File: src/rtl/answer_gen.sv
// answer_gen
// ----------
// Pseudo-random answer generator for the number-guessing game. A free-running
// 32-bit LCG supplies candidate digits. A rejection-sampling FSM collects
// DIGITS mutually distinct digits in 1..MAX_VAL and publishes them with a
// one-cycle write strobe.
//
// Ports
//   clk_i            single clock, all logic on the rising edge
//   rst_i            synchronous active-high reset, highest priority
//   change_answer_i  request level; a rising edge starts a generation
//   seed_load_i      load seed_in_i into the LCG state on the next edge
//   seed_in_i        seed value
//   rand_o           current LCG state (straight from the register)
//   answer_o         published answer, digit 0 in the LSBs
//   write_enable_o   one-cycle strobe marking a new answer_o
//   busy_o           high while a generation is in progress
//   dbg_state_o      current FSM state (0 IDLE, 1 GEN, 2 DONE)
//
// Handshake: a request is accepted only in IDLE. Once accepted, busy_o stays
// high until the edge on which write_enable_o rises. Requests seen while busy
// are dropped and never queued.

module answer_gen #(
    parameter logic [31:0] A       = 32'd1103515245,
    parameter logic [31:0] C       = 32'd12345,
    parameter logic [31:0] SEED    = 32'd1,
    parameter int          DIGITS  = 3,
    parameter int          DIGIT_W = 4,
    parameter int          MAX_VAL = 9
) (
    input  logic                        clk_i,
    input  logic                        rst_i,
    input  logic                        change_answer_i,
    input  logic                        seed_load_i,
    input  logic [31:0]                 seed_in_i,
    output logic [31:0]                 rand_o,
    output logic [DIGITS*DIGIT_W-1:0]   answer_o,
    output logic                        write_enable_o,
    output logic                        busy_o,
    output logic [1:0]                  dbg_state_o
);

    // idx must be able to hold the value DIGITS itself
    localparam int IDX_W = $clog2(DIGITS + 1);

    typedef enum logic [1:0] {
        S_IDLE = 2'd0,
        S_GEN  = 2'd1,
        S_DONE = 2'd2
    } state_e;

    state_e                           state_q, state_d;
    logic [31:0]                      rand_q, rand_d;
    logic                             chg_q;
    logic                             req;
    logic [IDX_W-1:0]                 idx_q, idx_d;
    logic [DIGITS-1:0][DIGIT_W-1:0]   slots_q, slots_d;
    logic [DIGITS*DIGIT_W-1:0]        answer_q, answer_d;
    logic                             we_q, we_d;
    logic                             busy_q, busy_d;
    logic [14:0]                      rmod;
    logic [DIGIT_W-1:0]               cand;
    logic                             dup;

    // LCG next state; reset is applied in the register block
    always_comb begin
        rand_d = A * rand_q + C;
        if (seed_load_i) begin
            rand_d = seed_in_i;
        end
    end

    // Bits 30:16 avoid the short-period low bits of a power-of-two LCG
    assign rmod = rand_q[30:16] % 15'(MAX_VAL);
    assign cand = DIGIT_W'(rmod) + DIGIT_W'(1);

    assign req = change_answer_i & ~chg_q;

    // Candidate is a duplicate if it matches any slot already accepted
    always_comb begin
        dup = 1'b0;
        for (int i = 0; i < DIGITS; i++) begin
            if ((IDX_W'(i) < idx_q) && (slots_q[i] == cand)) begin
                dup = 1'b1;
            end
        end
    end

    always_comb begin
        state_d  = state_q;
        idx_d    = idx_q;
        slots_d  = slots_q;
        answer_d = answer_q;
        we_d     = 1'b0;
        busy_d   = busy_q;
        case (state_q)
            S_IDLE: begin
                if (req) begin
                    state_d = S_GEN;
                    idx_d   = '0;
                    busy_d  = 1'b1;
                end
            end
            S_GEN: begin
                if (!dup) begin
                    for (int i = 0; i < DIGITS; i++) begin
                        if (idx_q == IDX_W'(i)) begin
                            slots_d[i] = cand;
                        end
                    end
                    idx_d = idx_q + IDX_W'(1);
                    // Last slot filled this cycle: publish on the next edge
                    if (idx_q == IDX_W'(DIGITS - 1)) begin
                        state_d = S_DONE;
                    end
                end
            end
            S_DONE: begin
                answer_d = slots_q;
                we_d     = 1'b1;
                busy_d   = 1'b0;
                state_d  = S_IDLE;
            end
            default: begin
                state_d = S_IDLE;
            end
        endcase
    end

    always_ff @(posedge clk_i) begin
        if (rst_i) begin
            state_q  <= S_IDLE;
            rand_q   <= SEED;
            chg_q    <= 1'b0;
            idx_q    <= '0;
            slots_q  <= '0;
            answer_q <= '0;
            we_q     <= 1'b0;
            busy_q   <= 1'b0;
        end else begin
            state_q  <= state_d;
            rand_q   <= rand_d;
            // Tracks the level even while busy so a held request cannot retrigger
            chg_q    <= change_answer_i;
            idx_q    <= idx_d;
            slots_q  <= slots_d;
            answer_q <= answer_d;
            we_q     <= we_d;
            busy_q   <= busy_d;
        end
    end

    assign rand_o         = rand_q;
    assign answer_o       = answer_q;
    assign write_enable_o = we_q;
    assign busy_o         = busy_q;
    assign dbg_state_o    = state_q;

endmodule

File: config.mk
export PLATFORM = sky130hd
export DESIGN_NAME = answer_gen
export DESIGN_NICKNAME = d
export VERILOG_FILES = /design/src/rtl/answer_gen.sv
export SDC_FILE = /design/constraint.sdc
export NUM_CORES = 1
export LEC_CHECK = 0
export ABC_AREA = 1
export CORE_AREA = 3 3 153 193
export CTS_CLUSTER_DIAMETER = 100
export DETAILED_ROUTE_END_ITERATION = 16
export DIE_AREA = 0 0 156 196
export PLACE_DENSITY = 0.79
export SKIP_CTS_REPAIR_TIMING = 1
export SLEW_MARGIN = 30
export SYNTH_ARGS = -nofsm -noshare
export SYNTH_HDL_FRONTEND = slang
export SYNTH_SLANG_ARGS = --single-unit
File: constraint.sdc
create_clock -name clk_i -period 12.9 [get_ports clk_i]
set_input_delay 2.58 -clock clk_i [delete_from_list [all_inputs] [get_ports clk_i]]
set_output_delay 2.58 -clock clk_i [all_outputs]
set_load 0.05 [all_outputs]
==> impl_metrics.tcl, run 1 <==
set metrics [dict create \
    cp.buffers_inverters 8 \
    crit_slowest_cell "ha_2" \
    hold_start "busy_o" \
    fin_skew_ns 0.01158 \
    cts_tree "yes" \
    fmax_ghz 0.08470 \
    cp_common_cell "nand2_2" \
    drive_gt1_share_pct 14.47 \
    die_h_um 196 \
    synth_top_area_share_pct 22.37 \
    drc 0 \
    r2r_cells 89 \
    antenna_found_initial 0 \
    slew_headroom_pct 43.78 \
    num_vias 15040 \
    regArea_um2 1272 \
    postSynthCellCount 2341 \
    multi_input_area_um2 13910 \
    cts.sinks 63 \
    period_needed_ns 11.81 \
    async_flop_share_pct 0 \
    fill_cells 2311 \
    area.growth.synth_to_final_pct 10.09 \
    syn_area_per_cell_um2 7.453 \
    final_cell_mix "525 x inv_1, 388 x nand2_1, 222 x ha_1, 195 x fa_1, 169 x nor2_1" \
    grt_pass1_wl_um 75810 \
    holdWs_ns 0.4657 \
    clock-root-buffer "clkbuf_16" \
    rrSetupSlack_ns 1.09 \
    synth_enable_flop_cells 0 \
    fp.dieArea_um2 30580 \
    outcome "completed" \
    tns_ns 0 \
    holdPathStages 2 \
    min_to "busy_o" \
    ys_types 52 \
    routed_wl_um 46670 \
    synth_top_area_cell "fa_1" \
    first_global_vias 15470 \
    seq_area_frac_synth_pct 7.228 \
    rows 68 \
    start_kind "flip-flop" \
    drtAntennaViolNets 0 \
    r2r_end "slots_q[1]" \
    path_clk_slew_ns 0.06 \
    worstPathRequired_ns 13.19 \
    path_max_fanout 15 \
    overflow 0 \
    end_kind "flip-flop" \
    drtIter0Drc 921 \
    mostFrequentLayoutCell "inv_1" \
    core_um2 27650 \
    fin_crit_sh_pct 91.53 \
    hpwl_um 39590 \
    clockBufferDepth 2 \
    cts_buffers 9 \
    htreeDepth 3 \
    synthTopCellsByArea "fa_1 22%, ha_1 16%, inv_1 12%, nand2_1 8.4%, dfxtp_1 7.2%" \
    pin_count 84 \
    antenna_cells 0 \
    ys_ff_latch 63 \
    yosysWarnings 0 \
    clock_latency_ns 0.36 \
    finalSetupViolCount 0 \
    drt-pass1-iter-count 5 \
    hold_class "reg -> reg" \
    slew_violations 0 \
    cp_data_arrival_time_ns 12.10 \
    worstMarginPinSlew_ns 0.8402 \
    r2r-start "rand_o[22]" \
    max_stage_delay_ns 0.40 \
    place_congestion 0.9598 \
    drv_cap 0 \
    nets 2900 \
    finalHoldViolCount 0 \
    die_w_um 156 \
    grt_max_degree 36 \
    cp_top_family "simple AND/OR/NAND/NOR gates" \
    synth_fp_nets 2799 \
    final_core_util_pct 69.47 \
    routed_via_density 5.375 \
    io_buffers 83 \
    start_util_pct 63.10 \
    path_class "reg -> reg" \
    grtUsageTotal_pct 30.94 \
    wl_per_cell_um 16.69 \
    netlist_area_um2 17450 \
    synth_flop_cell "dfxtp_1" \
]
## per-layer routing
layer | track usage, % | share of wire [%] | up-vias
li1 | - | - | 7387
met4 | 16.62 | 6.2 | 0
met3 | 3.089 | 3.5 | 155
met2 | 56.24 | 52 | 397
met5 | 0 | 0 | -
met1 | 35.34 | 39 | 7096
## cell families (layout without fill, tap and decap cells)
| group | Yosys count | after routing | share of synthesized area, % |
|---|---|---|---|
| compound gates | 156 | 156 | 5.084 |
| xor+xnor | 89 | 89 | 4.468 |
| fa+ha+maj | 422 | 422 | 38.65 |
| buf+inv | 602 | 704 | 13.89 |
| flops | 63 | 63 | 7.228 |
| simple gates | 1009 | 1013 | 30.68 |
## worst max path at each step
stage | endpoint | slack, ns | depth (start not counted) | from
after floorplan | slots_q[0] | 1.77 | 97 | rand_o[20]
after global placement | dbg_state_o[0] | 0.52 | 92 | rand_o[18]
after detailed placement | dbg_state_o[0] | 0.05 | 92 | rand_o[17]
after CTS | slots_q[1] | 0.0003 | 91 | rand_o[17]
after global routing | slots_q[0] | -0.06 | 89 | rand_o[26]
final | slots_q[1] | 1.09 | 89 | rand_o[22]
## cell usage after synthesis (2+ instances only)
master    count
nor3_1        9
xnor2_1      29
clkbuf_1     12
buf_12        5
a21oi_2       2
o21bai_1      7
clkinv_1      6
buf_6         3
inv_2        19
a21oi_1      58
nand3b_1      8
inv_1       536
nand3_4      10
a21oi_4       2
nand2_4      32
o21ai_0      63
nand3_2      42
clkinv_2      8
nor2_2       18
o31ai_1       2
o211ai_1      4
o21ai_1       8
o221ai_1      3
ha_1        227
nand3_1     138
nor2_1      170
nand4_1      60
nand2_2     104
nor2_8        4
nor2_4       14
dfxtp_1      63
buf_4         2
nor3_2        3
xor2_1       60
inv_6         3
o21ai_2       5
inv_4         5
nand2_1     389
fa_1        195
## final cells by class
type                            instances  area share, %
Clock buffer                            9          1.172
Clock inverter                          7         0.5406
Tap cell                              350          2.280
Sequential cell                        63          6.625
Timing Repair Buffer                  111          5.433
Multi-Input combinational cell       1680          72.41
Inverter                              577          11.54
## per-stage QoR
step,setup slack [ns],std cells,instance area [µm²]
final,1.093,2797,19210
after global routing,-0.05643,2797,19210
after global placement,0.5197,2758,18560
after floorplan,1.766,2341,17450
after detailed placement,0.04594,2758,18560
after CTS,0.0003064,2774,18890
## worst min-delay path: stages, from the launching register on
cell,delay (ns)
dfxtp_1,0.31
nand2_1,0.06
a21oi_1,0.05
## flip-flops by register name, summed over array words and instances, names as in the netlist
| signal | cells |
|---|---|
| chg_q | 1 |
| dbg_state_o | 2 |
| busy_o | 1 |
| answer_o | 12 |
| write_enable_o | 1 |
| rand_o | 32 |
| idx_q | 2 |
| slots_q | 12 |
Power of run 1 is left out: the tool's default activity adds up to more than one toggle a clock period on the data nets, which glitch-free logic cannot reach.
==> inputs of run 2 (changes only) <==
--- a/config.mk
+++ b/config.mk
@@ -11,6 +11,7 @@
 export DETAILED_ROUTE_END_ITERATION = 16
 export DIE_AREA = 0 0 156 196
 export PLACE_DENSITY = 0.79
+export SETUP_SLACK_MARGIN = 0.4
 export SKIP_CTS_REPAIR_TIMING = 1
 export SLEW_MARGIN = 30
 export SYNTH_ARGS = -nofsm -noshare
==> constraint.sdc (replaced) <==
create_clock -name clk_i -period 13.5 [get_ports clk_i]
set_input_delay 2.7 -clock clk_i [delete_from_list [all_inputs] [get_ports clk_i]]
set_output_delay 2.7 -clock clk_i [all_outputs]
set_load 0.05 [all_outputs]
==> run 2 against run 1 <==
  * First-iteration DRC count down 9.0%
  * Wire length down 0.37%
  * Largest cell class unchanged
  * Non-clock buffer count up 1
  * Global-route usage down 0.10 points
  * Critical endpoint unchanged
  * Final cell count about the same
  * Worst setup slack better by 0.24 ns
==> impl_metrics.tcl, run 2 (synthesis results as in run 1) <==
set metrics [dict create \
    outcome "completed" \
    clockBufferDepth 2 \
    tns_ns 0 \
    num_vias 15180 \
    die_w_um 156 \
    cp_data_arrival_time_ns 12.45 \
    drv_cap 0 \
    hold_class "reg -> reg" \
    clock_latency_ns 0.36 \
    slew_violations 0 \
    fin_crit_sh_pct 90.12 \
    grtUsageMet1_pct 34.29 \
    overflow 0 \
    grtUsageTotal_pct 30.84 \
    use_met3_pct 3.795 \
    place_ws_ns 0.3670 \
    pin_count 84 \
    finalSetupViolCount 0 \
    routed_wl_um 46500 \
    mostFrequentLayoutCell "inv_1" \
    place_congestion 1.005 \
    start_util_pct 63.10 \
    slew_headroom_pct 43.97 \
    finalHoldViolCount 0 \
    crit_slowest_cell "dfxtp_1" \
    placed_area_um2 18560 \
    io_buffers 83 \
    htreeDepth 3 \
    hpwl_um 39450 \
    grt_use_met2_pct 57.70 \
    routed_via_density 5.430 \
    busiest_layer "met2" \
    drc 0 \
    grt_pass1_wl_um 75930 \
    final_cell_mix "533 x inv_1, 388 x nand2_1, 226 x ha_1, 195 x fa_1, 167 x nor2_1" \
    drtIter0Drc 838 \
    period_needed_ns 12.17 \
    clock-root-buffer "clkbuf_16" \
    die_h_um 196 \
    cp_common_cell "nand2_2" \
    worstPathRequired_ns 13.79 \
    first_global_vias 15770 \
    design_area_um2 19120 \
    cts.sinks 63 \
    core_um2 27650 \
    cts_buffers 9 \
    worstMarginPinSlew_ns 0.8374 \
    path_class "reg -> reg" \
    start_kind "flip-flop" \
    path_max_fanout 17 \
    grt_max_degree 36 \
    drt-pass1-iter-count 5 \
    largest_reg_flops 32 \
    rsz0062_at_grt "false" \
    antenna_found_initial 0 \
    rows 68 \
    path_clk_slew_ns 0.07 \
    cts_tree "yes" \
    fmax_ghz 0.08220 \
    drive_gt1_share_pct 13.98 \
    nets 2899 \
    area.growth.synth_to_final_pct 9.595 \
    max_stage_delay_ns 0.55 \
    finalWorstSetupSlack_ns 1.334 \
    wl_per_cell_um 16.63 \
    end_kind "flip-flop" \
    fp.dieArea_um2 30580 \
    antenna_cells 0 \
    drtAntennaViolNets 0 \
    fin_skew_ns 0.01638 \
]
-- run 2: worst paths after layout --
| check | end | from | cells after the start | slack (ns) |
|---|---|---|---|---|
| worst min register to register | busy_o | busy_o | 2 | 0.49 |
| worst min-delay path | busy_o | busy_o | 2 | 0.49 |
| worst max-delay path | slots_q[1] | rand_o[24] | 93 | 1.33 |
| worst max register to register | slots_q[1] | rand_o[24] | 93 | 1.33 |
-- run 2: cell type report --
cell class | count | area (µm²)
Tap cell | 350 | 437.9
Timing Repair Buffer | 112 | 1049
Inverter | 577 | 2211
Clock buffer | 9 | 225.2
Sequential cell | 63 | 1272
Clock inverter | 7 | 80.08
Multi-Input combinational cell | 1678 | 13850
Fill cell | 2264 | 8529
-- run 2: per-stage QoR --
stage / hold WS [ns] / util, % / std cells
2_1_floorplan: 0.4539 / - / 2341
6_report: 0.4857 / 69.15 / 2796
5_1_grt: 0.5081 / 69.15 / 2796
3_5_place_dp: 0.4816 / 67.11 / 2757
4_1_cts: 0.4928 / 68.21 / 2773
3_3_place_gp: 0.4558 / 67.11 / 2757
-- run 2: worst max-delay path: cells and delay by family (launching register included) --
kind | cells | cell delay, ns
simple gates | 76 | 8.38
fa+ha+maj | 3 | 0.91
flops | 1 | 0.55
buf+inv | 9 | 1.28
compound gates | 5 | 0.94
-- run 2: metal layers --
| layer | vias up | wire length (µm) |
|---|---|---|
| met1 | 7218 | 17710 |
| met3 | 161 | 1837 |
| met5 | - | 0 |
| met4 | 0 | 2442 |
| li1 | 7388 | - |
| met2 | 415 | 24510 |
Power of run 2 is left out for the same reason.
==> inputs of run 3 (changes only) <==
--- a/config.mk
+++ b/config.mk
@@ -7,6 +7,7 @@
 export LEC_CHECK = 0
 export ABC_AREA = 1
 export CORE_AREA = 3 3 153 193
+export CTS_BUF_LIST = sky130_fd_sc_hd__clkbuf_4
 export CTS_CLUSTER_DIAMETER = 100
 export DETAILED_ROUTE_END_ITERATION = 16
 export DIE_AREA = 0 0 156 196
==> run 3 against run 2 <==
  * Register-to-register slack better by 0.04 ns
  * Die area stayed put
  * Worst setup slack better by 0.037 ns
  * Critical path type unchanged
  * Non-clock buffer count is the same
  * Final cell count about the same
  * Utilization decreased by 0.55 points
  * Fmax increased by 0.30%
  * Wire length shrank 1.2%
  * Cell area down 0.79%
  * Worst hold slack better by 0.0092 ns
  * Sequential share of layout area about the same
  * Via count shrank 0.11%
==> impl_metrics.tcl, run 3 (synthesis results as in run 1) <==
set metrics [dict create \
    cts_buffers 9 \
    start_kind "flip-flop" \
    num_vias 15170 \
    antenna_found_initial 1 \
    pin_count 84 \
    slew_violations 0 \
    core_um2 27650 \
    grt_pass1_wl_um 75440 \
    max_stage_delay_ns 0.40 \
    rsz0062_at_grt "false" \
    die_h_um 196 \
    period_needed_ns 12.13 \
    wl_per_cell_um 16.43 \
    slew_headroom_pct 44.53 \
    htreeDepth 3 \
    routed_via_density 5.426 \
    drive_gt1_share_pct 14.16 \
    finalHoldViolCount 0 \
    clock_latency_ns 0.50 \
    routed_wl_um 45920 \
    first_global_vias 15650 \
    path_class "reg -> reg" \
    fin_crit_sh_pct 89.84 \
    finalSetupViolCount 0 \
    outcome "completed" \
    drtIter0Drc 840 \
    final_cell_mix "529 x inv_1, 389 x nand2_1, 225 x ha_1, 195 x fa_1, 166 x nor2_1" \
    overflow 0 \
    hold_class "reg -> reg" \
    die_w_um 156 \
    cp_data_arrival_time_ns 12.55 \
    clockBufferDepth 2 \
    path_max_fanout 17 \
    nets 2897 \
    worstPathRequired_ns 13.92 \
    area.growth.synth_to_final_pct 8.727 \
    rrSetupSlack_ns 1.37 \
    place_congestion 1.005 \
    rows 68 \
    hpwl_um 39450 \
    start_util_pct 63.10 \
    io_buffers 83 \
    crit_slowest_cell "ha_2" \
    path_clk_slew_ns 0.15 \
    r2r_cells 93 \
    drc 0 \
    drt-pass1-iter-count 5 \
    fin_skew_ns 0.03548 \
    critPathLaunch "rand_o[20]" \
    r2r-start "rand_o[20]" \
    cts_tree "yes" \
    fmax_ghz 0.08245 \
    grt_max_degree 36 \
    worstMarginPinSlew_ns 0.8290 \
    grtUsageTotal_pct 30.62 \
    cts.sinks 63 \
    clock-root-buffer "clkbuf_4" \
    fp.dieArea_um2 30580 \
    mostFrequentLayoutCell "inv_1" \
    drv_cap 0 \
    r2r_end "slots_q[0]" \
    critPathCapture "slots_q[0]" \
    tns_ns 0 \
    drtAntennaViolNets 0 \
    end_kind "flip-flop" \
    largest_reg_flops 32 \
]
-- run 3: worst min-delay path by stage --
stage,start,cells past startpoint,endpoint
finish,busy_o,2,busy_o
global route,busy_o,2,busy_o
CTS,busy_o,2,busy_o
detailed placement,busy_o,2,busy_o
global placement,busy_o,2,busy_o
floorplan,slots_q[1],2,answer_o[1]
-- run 3: worst max-delay path: cells and delay by family, from the launching register on --
family | cells | cell delay [ns]
simple gates | 75 | 8.59
fa+ha+maj | 3 | 0.84
compound gates | 4 | 0.65
xor+xnor | 1 | 0.24
flops | 1 | 0.39
buf+inv | 10 | 1.26
-- run 3: through the flow --
step                util [%]  worst slack [ns]  cell area (µm²)  hold WS [ns]  cells
floorplan                  -             2.366            17450        0.4539   2341
global placement       67.11            0.7706            18560        0.4558   2757
detailed placement     67.11            0.3670            18560        0.4816   2757
CTS                    67.64            0.3129            18700        0.5013   2773
global route           68.61            0.3037            18970        0.5177   2795
finish                 68.61             1.371            18970        0.4949   2795
-- run 3: area by class of cell --
| type | count | area, µm² |
|---|---|---|
| Antenna cell | 1 | 2.502 |
| Clock buffer | 9 | 67.56 |
| Clock inverter | 7 | 80.08 |
| Fill cell | 2308 | 8681 |
| Inverter | 577 | 2207 |
| Multi-Input combinational cell | 1676 | 13840 |
| Sequential cell | 63 | 1271 |
| Tap cell | 350 | 437.9 |
| Timing Repair Buffer | 112 | 1061 |
-- run 3: per-layer routing --
layer | track usage [%] | part of all wire (%)
met5 | 0 | 0
met4 | 13.94 | 5.2
met3 | 3.089 | 3.7
met2 | 57.37 | 53
met1 | 34.53 | 39
Power of run 3 is left out for the same reason.
